<file path="src/rtl/uart_cmd_parser_pkg.sv">
// Shared constants for the waveform-generator command parser: header byte,
// command codes, FSM state encoding, waveform encodings and the frame checksum.
package awg_cmd_pkg;

  localparam logic [7:0] HDR_BYTE = 8'h55;

  localparam logic [7:0] CMD_WAVE = 8'h01;
  localparam logic [7:0] CMD_FREQ = 8'h02;
  localparam logic [7:0] CMD_AMP  = 8'h03;

  typedef enum logic [2:0] {
    ST_IDLE    = 3'd0,
    ST_GET_CMD = 3'd1,
    ST_GET_PAY = 3'd2,
    ST_GET_CHK = 3'd3,
    ST_APPLY   = 3'd4
  } cmd_state_t;

  typedef enum logic [1:0] {
    WAVE_SINE     = 2'd0,
    WAVE_SQUARE   = 2'd1,
    WAVE_TRIANGLE = 2'd2,
    WAVE_SAWTOOTH = 2'd3
  } wave_sel_t;

  // XOR of the command byte and the four payload bytes.
  function automatic logic [7:0] frame_chk(input logic [7:0] cmd, input logic [31:0] pay);
    return cmd ^ pay[31:24] ^ pay[23:16] ^ pay[15:8] ^ pay[7:0];
  endfunction

endpackage

</file>
<file path="src/rtl/uart_cmd_parser_if.sv">
// Byte stream from the UART receive stage: RX_Data is valid in the single
// cycle RX_Done_Sig is high; RX_En_Sig tells the receive stage the parser is listening.
interface uart_cmd_parser_if;
  logic       RX_Done_Sig;
  logic [7:0] RX_Data;
  logic       RX_En_Sig;

  modport master (output RX_Done_Sig, output RX_Data, input RX_En_Sig);
  modport slave  (input RX_Done_Sig, input RX_Data, output RX_En_Sig);
endinterface

</file>
<file path="src/rtl/uart_cmd_parser_rx_timeout_counter.sv">
// Inter-byte timeout counter: cleared by Clr, counts while En, and flags
// Expired in the cycle the count sits at TIMEOUT_CYCLES-1 (a clear wins).
module rx_timeout_counter #(
  parameter int unsigned TIMEOUT_CYCLES = 2500000
) (
  input  logic CLK,
  input  logic RSTn,
  input  logic Clr,
  input  logic En,
  output logic Expired
);

  localparam int unsigned CW = (TIMEOUT_CYCLES > 2) ? $clog2(TIMEOUT_CYCLES) : 1;
  localparam logic [CW-1:0] LAST = CW'(TIMEOUT_CYCLES - 1);

  logic [CW-1:0] cnt;

  assign Expired = En && !Clr && (cnt == LAST);

  always_ff @(posedge CLK or negedge RSTn) begin
    if (!RSTn) begin
      cnt <= '0;
    end else if (Clr || Expired) begin
      cnt <= '0;
    end else if (En) begin
      cnt <= cnt + 1'b1;
    end
  end

endmodule

</file>
<file path="src/rtl/uart_cmd_parser.sv">
// Assembles 0x55-headed command frames into waveform-generator register writes.
// Define CMD_CHECKSUM_EN to require a trailing XOR checksum byte (7-byte frames).
module uart_cmd_parser
  import awg_cmd_pkg::*;
#(
  parameter int unsigned TIMEOUT_CYCLES = 2500000,
  parameter logic [7:0]  AMP_RST        = 8'd255
) (
  input  logic                 CLK,
  input  logic                 RSTn,
  uart_cmd_parser_if.slave     rx,
  output logic [1:0]           Wave_Sel,
  output logic [31:0]          Freq_Word,
  output logic [7:0]           Amp,
  output logic                 Update_Sig,
  output logic                 Err_Sig,
  output cmd_state_t           State_Dbg
);

  cmd_state_t  state, state_nxt;
  logic [7:0]  cmd_q;
  logic [31:0] payload;
  logic [1:0]  idx;
  logic        upd_nxt, err_nxt;
  logic        wr_wave, wr_freq, wr_amp;
  logic        to_clr, to_en, to_expired;

  assign State_Dbg    = state;
  assign rx.RX_En_Sig = (state != ST_APPLY);

  // The counter only runs while a frame is partially received.
  assign to_clr = rx.RX_Done_Sig || (state == ST_IDLE);
  assign to_en  = (state == ST_GET_CMD) || (state == ST_GET_PAY) || (state == ST_GET_CHK);

  rx_timeout_counter #(.TIMEOUT_CYCLES(TIMEOUT_CYCLES)) u_timeout (
    .CLK     (CLK),
    .RSTn    (RSTn),
    .Clr     (to_clr),
    .En      (to_en),
    .Expired (to_expired)
  );

  always_ff @(posedge CLK or negedge RSTn) begin
    if (!RSTn) state <= ST_IDLE;
    else       state <= state_nxt;
  end

  always_comb begin
    state_nxt = state;
    upd_nxt   = 1'b0;
    err_nxt   = 1'b0;
    wr_wave   = 1'b0;
    wr_freq   = 1'b0;
    wr_amp    = 1'b0;
    case (state)
      ST_IDLE: begin
        if (rx.RX_Done_Sig && rx.RX_Data == HDR_BYTE) state_nxt = ST_GET_CMD;
      end
      ST_GET_CMD: begin
        if (rx.RX_Done_Sig) state_nxt = ST_GET_PAY;
        else if (to_expired) begin
          state_nxt = ST_IDLE;
          err_nxt   = 1'b1;
        end
      end
      ST_GET_PAY: begin
        if (rx.RX_Done_Sig) begin
          if (idx == 2'd3) begin
`ifdef CMD_CHECKSUM_EN
            state_nxt = ST_GET_CHK;
`else
            state_nxt = ST_APPLY;
`endif
          end
        end else if (to_expired) begin
          state_nxt = ST_IDLE;
          err_nxt   = 1'b1;
        end
      end
`ifdef CMD_CHECKSUM_EN
      ST_GET_CHK: begin
        if (rx.RX_Done_Sig) begin
          if (rx.RX_Data == frame_chk(cmd_q, payload)) begin
            state_nxt = ST_APPLY;
          end else begin
            state_nxt = ST_IDLE;
            err_nxt   = 1'b1;
          end
        end else if (to_expired) begin
          state_nxt = ST_IDLE;
          err_nxt   = 1'b1;
        end
      end
`endif
      ST_APPLY: begin
        state_nxt = ST_IDLE;
        upd_nxt   = 1'b1;
        case (cmd_q)
          CMD_WAVE: wr_wave = 1'b1;
          CMD_FREQ: wr_freq = 1'b1;
          CMD_AMP:  wr_amp  = 1'b1;
          default: begin
            upd_nxt = 1'b0;
            err_nxt = 1'b1;
          end
        endcase
      end
      default: state_nxt = ST_IDLE;
    endcase
  end

  // Payload shifts in big-endian; registers are loaded whole from it in APPLY.
  always_ff @(posedge CLK or negedge RSTn) begin
    if (!RSTn) begin
      cmd_q      <= '0;
      payload    <= '0;
      idx        <= '0;
      Wave_Sel   <= WAVE_SINE;
      Freq_Word  <= '0;
      Amp        <= AMP_RST;
      Update_Sig <= 1'b0;
      Err_Sig    <= 1'b0;
    end else begin
      Update_Sig <= upd_nxt;
      Err_Sig    <= err_nxt;
      if (state == ST_GET_CMD && rx.RX_Done_Sig) begin
        cmd_q <= rx.RX_Data;
        idx   <= '0;
      end
      if (state == ST_GET_PAY && rx.RX_Done_Sig) begin
        payload <= {payload[23:0], rx.RX_Data};
        idx     <= idx + 2'd1;
      end
      if (wr_wave) Wave_Sel  <= payload[1:0];
      if (wr_freq) Freq_Word <= payload;
      if (wr_amp)  Amp       <= payload[7:0];
    end
  end

endmodule
</file>
<file path="src/flat_wrapper.sv">
// flat-port wrapper written by rule: the top's interface ports become plain ports
module uart_cmd_parser_flat import awg_cmd_pkg::*;
#(
  parameter int unsigned TIMEOUT_CYCLES = 2500000,
  parameter logic [7:0]  AMP_RST        = 8'd255
)
  (CLK, RSTn, Wave_Sel, Freq_Word, Amp, Update_Sig, Err_Sig, State_Dbg, rx_RX_Done_Sig, rx_RX_Data, rx_RX_En_Sig);
  uart_cmd_parser_if rx_i ();
  input  logic CLK;
  input  logic RSTn;
  output logic [1:0] Wave_Sel;
  output logic [31:0] Freq_Word;
  output logic [7:0] Amp;
  output logic Update_Sig;
  output logic Err_Sig;
  output cmd_state_t State_Dbg;
  input wire logic [$bits(rx_i.RX_Done_Sig)-1:0] rx_RX_Done_Sig;
  input wire logic [$bits(rx_i.RX_Data)-1:0] rx_RX_Data;
  output wire logic [$bits(rx_i.RX_En_Sig)-1:0] rx_RX_En_Sig;
  assign rx_i.RX_Done_Sig = rx_RX_Done_Sig;
  assign rx_i.RX_Data = rx_RX_Data;
  assign rx_RX_En_Sig = rx_i.RX_En_Sig;
  uart_cmd_parser #(.TIMEOUT_CYCLES(TIMEOUT_CYCLES), .AMP_RST(AMP_RST)) u_core (.CLK(CLK), .RSTn(RSTn), .rx(rx_i), .Wave_Sel(Wave_Sel), .Freq_Word(Freq_Word), .Amp(Amp), .Update_Sig(Update_Sig), .Err_Sig(Err_Sig), .State_Dbg(State_Dbg));
endmodule
</file>
<file path="config.mk">
export PLATFORM = sky130hd
export DESIGN_NAME = uart_cmd_parser_flat
export DESIGN_NICKNAME = d
export VERILOG_FILES = /design/src/rtl/uart_cmd_parser_pkg.sv /design/src/rtl/uart_cmd_parser_if.sv /design/src/rtl/uart_cmd_parser_rx_timeout_counter.sv /design/src/rtl/uart_cmd_parser.sv /design/src/flat_wrapper.sv
export SDC_FILE = /design/constraint.sdc
export NUM_CORES = 1
export LEC_CHECK = 0
export BUFFER_PORTS_ARGS = -buffer_cell sky130_fd_sc_hd__buf_2
export CORE_UTILIZATION = 40
export DETAILED_ROUTE_END_ITERATION = 6
export SLEW_MARGIN = 10
export SYNTH_ARGS = -nofsm -noshare
export SYNTH_HDL_FRONTEND = slang
export SYNTH_SLANG_ARGS = --single-unit
export TNS_END_PERCENT = 10
</file>
<file path="constraint.sdc">
create_clock -name CLK -period 4.6 [get_ports CLK]
set_input_delay 0.69 -clock CLK [delete_from_list [all_inputs] [get_ports CLK]]
set_output_delay 0.69 -clock CLK [all_outputs]
set_load 0.02 [all_outputs]
</file>
# Yosys cells after proc, flatten, opt, wreduce, memory -nomap -nowiden
# Index checks and enable logic that the tools add are counted.
dict set report word_totals {
  in_bits 11
  elab_cells 63
  ff_bits 111
}
dict set report classes {
  mux 22
  n_eq_ne 13
  addsub 2
  reduce_logical 16
}
# cell n
set ops {}
lappend ops {{22-bit two-way mux} 2}
lappend ops {{22-bit by 1-bit adder with 22-bit output (second input constant)} 1}
lappend ops {{22-bit equality test (second input constant)} 1}
lappend ops {{8-bit by 2-bit equality test with 1-bit output (second input constant)} 2}
lappend ops {{3-bit two-way mux} 5}
lappend ops {{1-bit two-way mux} 11}
lappend ops {{3-bit case mux with 3 select lines} 1}
lappend ops {{8-bit by 1-bit equality test with 1-bit output (second input constant)} 1}
lappend ops {{8-bit by 7-bit equality test with 1-bit output (second input constant)} 1}
lappend ops {{3-bit by 2-bit equality test with 1-bit output (second input constant)} 2}
lappend ops {{1-bit logical AND} 5}
lappend ops {{1-bit logical OR} 4}
lappend ops {{2-bit two-way mux} 2}
lappend ops {{2-bit nonzero test} 2}
lappend ops {{3-bit by 1-bit equality test with 1-bit output (second input constant)} 1}
lappend ops {{3-bit equality test (second input constant)} 1}
lappend ops {{3-bit zero test} 1}
lappend ops {{3-bit by 2-bit inequality test with 1-bit output (second input constant)} 1}
lappend ops {{3-bit inequality test (second input constant)} 1}
lappend ops {{3-bit OR reduction} 1}
lappend ops {{2-bit by 1-bit adder with 2-bit output (second input constant)} 1}
lappend ops {{2-bit equality test (second input constant)} 1}
lappend ops {{2-bit inequality test (second input constant)} 1}
lappend ops {{1-bit case mux with 2 select lines} 1}
lappend ops {{other kinds (3)} 3}

# Longest topological paths before layout
# Gate-level depths: netlist of the first run.
dict set report depth {
  ltp_word 8
  ltp_mapped 8
  mapped_depth_nobuf 6
}

# Hierarchy
# A second synthesis of the first run with hierarchy kept.
dict set report unflattened {
  hier_cells 349
  area_unflattened_um2 4899.7
}
# module instances cells_per_inst area_each_um2
set modules_own_cells {}
lappend modules_own_cells {uart_cmd_parser 1 220 3673.5}
lappend modules_own_cells {rx_timeout_counter 1 129 1226.2}

# Worst setup path after synthesis of the first run
# No wires, ideal clock.
dict set report synth_timing {
  path_type {in2reg}
  start {in rx_RX_Done_Sig}
  end {reg u_core.payload[3]}
  arrival_time_ns 2.018
  required_ns 4.475
  slack_ns 2.457
  path_buffers 2
  path_stages 5
  setup_time_ns 0.125
  path_cell_list {buf_2 -> nand2b_1 -> nor3_1 -> buf_2 -> mux2_2}
}
dict set report synth_via {
  elab_chain_len 1
}
# item line
set synth_lines {}
lappend synth_lines {{start: declaration} flat_wrapper.sv:17} ;# input wire logic [$bits(rx_i.RX_Done_Sig)-1:0] rx_RX_Done_Sig;
lappend synth_lines {{1-bit logical AND} uart_cmd_parser.sv:130} ;# if (state == ST_GET_PAY && rx.RX_Done_Sig) begin
lappend synth_lines {{end signal: assignment} uart_cmd_parser.sv:131} ;# payload <= {payload[23:0], rx.RX_Data};
lappend synth_lines {{end: declaration} uart_cmd_parser.sv:22} ;# logic [31:0] payload;
# No other way between the ends.
# A chain may end at the register's enable or synchronous reset.

# Worst setup path in the final report of the first run
dict set report layout_timing {
  start {reg u_core.cmd_q[3]}
  end {reg u_core.Freq_Word[31]}
}
dict set report layout_via {
  elab_chain_len 3
}
# item line
set layout_lines {}
lappend layout_lines {{start: declaration} uart_cmd_parser.sv:21} ;# logic [7:0] cmd_q;
lappend layout_lines {{start signal: assignment} uart_cmd_parser.sv:127} ;# cmd_q <= rx.RX_Data;
lappend layout_lines {{8-bit by 2-bit equality test with 1-bit output} uart_cmd_parser.sv:98} ;# case (cmd_q)
lappend layout_lines {{1-bit two-way mux} uart_cmd_parser.sv:98}
lappend layout_lines {{1-bit two-way mux} uart_cmd_parser.sv:55} ;# case (state)
lappend layout_lines {{end signal: assignment} uart_cmd_parser.sv:135} ;# if (wr_freq) Freq_Word <= payload;
lappend layout_lines {{end: declaration} uart_cmd_parser.sv:13} ;# output logic [31:0] Freq_Word,
# No other way between the ends.

==> impl_metrics.ini, run 1 <==
[status]
status = complete, but fails checks
failed_checks = DRC

[yosys]
syn_area_per_cell_um2 = 13.89
synthFlopType = dfrtp_1
ys_ff_latch = 111
synth_edf_count = 0
ys_seq_area_share_pct = 57.83
yosys_warnings = 0
synthesis.nets = 360
synth.distinct_cells = 42
synthCells = 347
async_flop_share_pct = 100.0
netlist_area_um2 = 4821

[setup_path]
reg2regPathDepth = 5
crit_family = simple AND/OR/NAND/NOR gates
path_cells = or4_4, nor4b_4, nand2_2, nor2_8, mux2_2
crit_type = reg2reg
crit_required_ns = 4.84
critPathMaxFanout = 32
crit_buf_inv = 0
crit_arrival_ns = 2.83
worstSetupEndpointType = flip-flop
worst_path_max_delay_cell = nor2_8
cpPeakStageDelay_ns = 0.60
cp.depth = 5
startpoint_type = flip-flop

[floorplan]
fp.dieW_um = 111.8
placementRows = 39
core_um2 = 11560
floorplan.initialDensity_pct = 41.69
io_pins = 59
dieArea_um2 = 12490
die_height_um = 111.8

[clock_tree]
clk_latency_ns = 0.35
cts_resized = 0
clockBufferDepth = 2
post_cts_buffers = 0
cts_inserted_buffers = 9
clkTransAtPathRegs_ns = 0.07
cts_sinks = 111
cts_tree = built
postCtsHoldBufs = 0
cts-root-buf = clkbuf_16
cts-htree-levels = 3

[timing]
relSlewSlack_pct = 29.41
fmax_mhz = 385.8
hold_slack_ns = 0.5036
setup_violations = 0
finalHoldViolations = 0
tns_ns = 0
rsz0062_at_grt = no
finalClockSkew_ns = 0.01075
report.final.slew_viol_count = 0
worst_slew_pin_slew_ns = 1.059
post-route-period-util_pct = 56.34
fin_crit_ns = 2.592

[worst_hold_path]
hold_depth = 1
hold_path.class = reg2reg

[layout]
layout_commonest_cell = dfrtp_1
area_growth_syn_to_layout_pct = 13.63
fillCellCount = 1048
antenna_cells = 0
most-common-layout-cells = 103 x dfrtp_1, 57 x buf_2, 52 x mux2_2, 30 x mux2_4, 27 x nor2_1
nets = 417
drive_gt1_share_pct = 43.03

[global_routing]
grt_remaining_overflow = 0
antenna_found_initial = 0
grt_pass1_wl_um = 15690
grt_max_degree = 86
grt_use_total_pct = 16.15
grt_pass1_vias = 2994

[placement]
gp_congestion = 0.7566
port_buffers = 58
dp_hpwl_um = 6034

[routing]
antenna_left = 0
wl_um = 9054
drt_pass1_iterations = 6
drcViolationCount = 2
num_vias = 2849
post_drt_wl_per_cell_um = 16.40
drtIter0Drc = 97
via_per_inst = 5.161

[power]
ir_drop_mv = 0.2006
power_density_nw_per_um2 = 421.9
p_leak_nw = 2.491

[job]
max_cap_viol_count = 0
cells in the mapped netlist, drive strengths merged (2+ instances only):
master	instances	share of area, %
nor3	19	2.1
clkbuf	4	0.31
o21ai	5	0.52
dfrtp	103	53
xnor2	15	2.7
xor2	4	0.73
a21oi	8	0.83
nor4bb	2	0.42
nor3b	6	1.0
nand3	8	0.93
nand4	6	0.78
or4	2	0.39
and4	3	0.55
inv	7	0.55
nor4	3	0.39
and2	2	0.26
nor4b	3	0.86
mux2	82	21
nand2	7	0.60
buf	10	2.1
dfstp	8	4.4
nor2	28	2.5
ha	2	0.52
nand3b	2	0.31
power by group:
| part | internal (W) | switching, W | total [W] |
|---|---|---|---|
| sequential | 0.00114 | 0.000144 | 0.00128 |
| combinational | 0.000169 | 0.000117 | 0.000285 |
| clock | 0.000374 | 0.000368 | 0.000742 |
per-layer routing:
layer	routed length [um]	vias up	share of wire, %	track usage (%)
met5	0	-	0	0
met4	177	0	2.0	7.297
li1	-	1337	-	-
met1	4393	1452	49	22.44
met3	354	13	3.9	3.430
met2	4128	47	46	24.31
cell type report:
type	instances	area, um^2	share of cell area, %
repair buffers	60	307.8	5.619
inverters	7	26.28	0.4797
multi-input cells	215	1897	34.63
flip-flops and latches	111	2788	50.89
clock buffers	9	225.2	4.111
well taps	143	178.9	3.266
clock inverters	7	55.05	1.005
final timing paths:
path	slack, ns	to	startpoint
worst max-delay path	2.01	u_core.Freq_Word[31]	u_core.cmd_q[3]
worst min-delay path	0.50	u_core.Freq_Word[27]	u_core.payload[27]
worst max register to register	2.01	u_core.Freq_Word[31]	u_core.cmd_q[3]
worst min register to register	0.50	u_core.Freq_Word[27]	u_core.payload[27]
max in group asynchronous	3.10	u_core.Freq_Word[23]	RSTn
min in group asynchronous	0.54	u_core.u_timeout.cnt[3]	RSTn
registers in the layout (all words and copies together), names as in the netlist:
| register | flops |
|---|---|
| u_core.Freq_Word | 32 |
| u_core.Err_Sig | 1 |
| u_core.State_Dbg | 3 |
| u_core.cmd_q | 8 |
| u_core.Wave_Sel | 2 |
| u_core.payload | 32 |
| u_core.Update_Sig | 1 |
| u_core.u_timeout.cnt | 22 |
| u_core.Amp | 8 |
| u_core.idx | 2 |
stage by stage:
stage | instances | util [%] | setup WS (ns) | total power [W] | instance area (um^2)
after floorplan | 347 | - | 2.457 | 0.001477 | 4821
after global placement | 536 | 44.94 | 2.022 | 0.001573 | 5197
after detailed placement | 536 | 44.94 | 2.001 | 0.001596 | 5197
after CTS | 552 | 47.37 | 1.992 | 0.002336 | 5478
after global routing | 552 | 47.37 | 1.840 | 0.002433 | 5478
final | 552 | 47.37 | 2.008 | 0.002311 | 5478
cell families (layout without fill, tap and decap cells):
group           after synthesis  count (layout)  share of synthesized area [%]
flops                       111             111                          57.82
fa+ha+maj                     2               2                         0.5190
xor+xnor                     19              19                          3.452
mux                          82              82                          21.49
compound gates               16              16                          1.972
buf+inv                      21              83                          2.933
simple gates                 96              96                          11.81
No activity file was read; power rests on OpenSTA's default activity.
==> run 2, diff against run 1 <==
Settings changed: ABC_AREA set to 1.
Clock period 4.6 ns to 2.5 ns, I/O delays scaled along.
==> run 2 against run 1 <==
Net effect: the flow finishes with violations (hold timing); critical path depth did not move; global-route usage rose by 1.2 points; clock power rose by 79%; clock skew fell by 0.0036 ns; synthesized cell count rose by 64%; sequential share of layout area fell by 0.98 points; design area rose by 2.0%; final cell count rose by 40%; die area rose by 1.3%; area after synthesis rose by 1.3%; combinational power rose to 3.5 times the previous value.
==> impl_metrics.ini, run 2 <==
[power]
power_density_nw_per_um2 = 843.6
p_leak_nw = 2.757
power.share.clock_pct = 28.2
swShare_pct = 33.37
ir_drop_mv = 0.8781
p_int_w = 0.003139
p_sw_w = 0.001572
seqPwrFrac_pct = 50.3
comb_power_share_pct = 21.5

[routing]
drcViolationCount = 0
num_vias = 3761
post_drt_wl_per_cell_um = 12.90
wl_um = 9962
drtIter0Drc = 214
via_per_inst = 4.872
antenna_left = 0
drt_pass1_iterations = 5

[setup_path]
crit_type = reg2reg
crit_arrival_ns = 2.07
crit_start = u_core.State_Dbg[1]
startpoint_type = flip-flop
path_cells = nor2_4, nand2_4, nor4_4, buf_4, o21ai_2
r2r-start = u_core.State_Dbg[1]
worst_path_max_delay_cell = nor4_4
crit_required_ns = 2.78
critPathMaxFanout = 16
cpPeakStageDelay_ns = 0.68
crit_family = simple AND/OR/NAND/NOR gates
crit_buf_inv = 1
worstSetupEndpointType = flip-flop

[status]
failed_checks = hold timing
status = complete, but fails checks

[global_routing]
grt_pass1_vias = 3559
met3_usage_pct = 3.186
grt_busiest_layer = met2
grt_remaining_overflow = 0
grt_max_degree = 69
antenna_found_initial = 0
met1_usage_pct = 23.56
grt_pass1_wl_um = 17320
grt_use_total_pct = 17.30
grt_util_met2_pct = 27.74

[timing]
tns_ns = 0
layout_setup_ws_ns = 0.7067
hold_slack_ns = -0.009376
finalClockSkew_ns = 0.007138
relSlewSlack_pct = 50.49
rsz0062_at_grt = no
finalHoldViolations = 29
report.final.slew_viol_count = 0
worst_slew_pin_slew_ns = 0.7371
fmax_mhz = 557.6
fin_crit_ns = 1.793
post-route-period-util_pct = 71.73
setup_violations = 0

[floorplan]
core_um2 = 11660
floorplan.initialDensity_pct = 41.86
io_pins = 59
die_height_um = 112.5
dieArea_um2 = 12650
placementRows = 39
fp.dieW_um = 112.5

[clock_tree]
cts_resized = 0
cts-htree-levels = 3
post_cts_buffers = 0
cts_sinks = 111
cts_tree = built
cts-root-buf = clkbuf_16
clockBufferDepth = 2
cts_inserted_buffers = 9
clkTransAtPathRegs_ns = 0.07
postCtsHoldBufs = 0
clk_latency_ns = 0.35

[yosys]
synth.distinct_cells = 29
synth_edf_count = 0
syn_area_per_cell_um2 = 8.580
synthCells = 569
synthesis.nets = 582
synth_common_cells = 152 x nand2_1, 103 x dfrtp_1, 75 x o21ai_0
yosys.cell_count.top_type = nand2_1
ys_seq_area_share_pct = 57.10
yosys_warnings = 0
netlist_area_um2 = 4882
synth_top_cell_area_share_pct = 52.79
synthFlopType = dfrtp_1
async_flop_share_pct = 100.0
synth_area_leaders = dfrtp_1 53%, nand2_1 12%, o21ai_0 7.7%, inv_1 5.4%, nor2_1 4.4%
ys_ff_latch = 111
synth_top_area_cell = dfrtp_1

[placement]
port_buffers = 58
dp_slack_ns = 0.7141
dp_hpwl_um = 7051
dp_cells = 756
gp_congestion = 0.8517

[layout]
drive_gt1_share_pct = 15.58
layout.cells.non_filler = 772
largestRegisters = u_core.Freq_Word x32, u_core.payload x32, u_core.u_timeout.cnt x22
most-common-layout-cells = 152 x nand2_1, 103 x dfrtp_1, 75 x o21ai_0, 70 x inv_1
nets = 637
antenna_cells = 0
area_growth_syn_to_layout_pct = 14.40
layout_commonest_cell = nand2_1

[worst_hold_path]
hold_path.class = in2async

[job]
max_cap_viol_count = 0
==> run 2: power groups by stage <==
stage | Sequential [W] | Combinational (W) | Clock [W]
global route | 0.00242 | 0.00118 | 0.00143
CTS | 0.00236 | 0.00104 | 0.00137
finish | 0.00237 | 0.00101 | 0.00133
global placement | 0.00238 | 0.00102 | 0
detailed placement | 0.00240 | 0.00103 | 0
floorplan | 0.00238 | 0.000718 | 0
==> run 2: logic make-up after synthesis <==
| logic type | after synthesis | share of synthesized area, % |
|---|---|---|
| compound gates | 85 | 8.995 |
| xor+xnor | 14 | 2.512 |
| fa+ha+maj | 2 | 0.5125 |
| buf+inv | 91 | 7.509 |
| flops | 111 | 57.10 |
| simple gates | 266 | 23.37 |
==> run 2: final cells by class <==
cell class              instances  area, um^2
flip-flops and latches        111        2788
clock buffers                  11       242.7
repair buffers                 64       350.3
multi-input cells             367        1728
well taps                     143       178.9
clock inverters                 5       31.28
fillers                      1179        6077
inverters                      71       266.5
==> run 2: path summary, 6_finish.rpt <==
kind,slack [ns],endpoint,cells past startpoint
max,0.71,u_core.Amp[5],5
min,-0.009,u_core.Freq_Word[27],1
max reg2reg,0.71,u_core.Amp[5],5
min reg2reg,0.47,u_core.Freq_Word[29],2
max in group asynchronous,1.81,u_core.Amp[2],2
min in group CLK,0.31,u_core.cmd_q[7],3
==> run 2: metal layers <==
layer  share of wire, %  vias up  wire length [um]
met5                  0        -                 0
met4                1.5        0               151
met3                3.4       13               343
met2                 46       77              4539
met1                 49     1772              4928
li1                   -     1899                 -
==> run 2: per-stage QoR <==
| step | utilization, % | total power (W) | hold slack [ns] | instance area (um^2) |
|---|---|---|---|---|
| after floorplan | - | 0.003100 | 0.07941 | 4882 |
| after global placement | 45.54 | 0.003400 | 0.3751 | 5311 |
| after detailed placement | 45.54 | 0.003430 | 0.3768 | 5311 |
| after CTS | 47.89 | 0.004777 | 0.004983 | 5585 |
| after global routing | 47.89 | 0.005031 | 0.02205 | 5585 |
| final | 47.89 | 0.004712 | -0.009376 | 5585 |
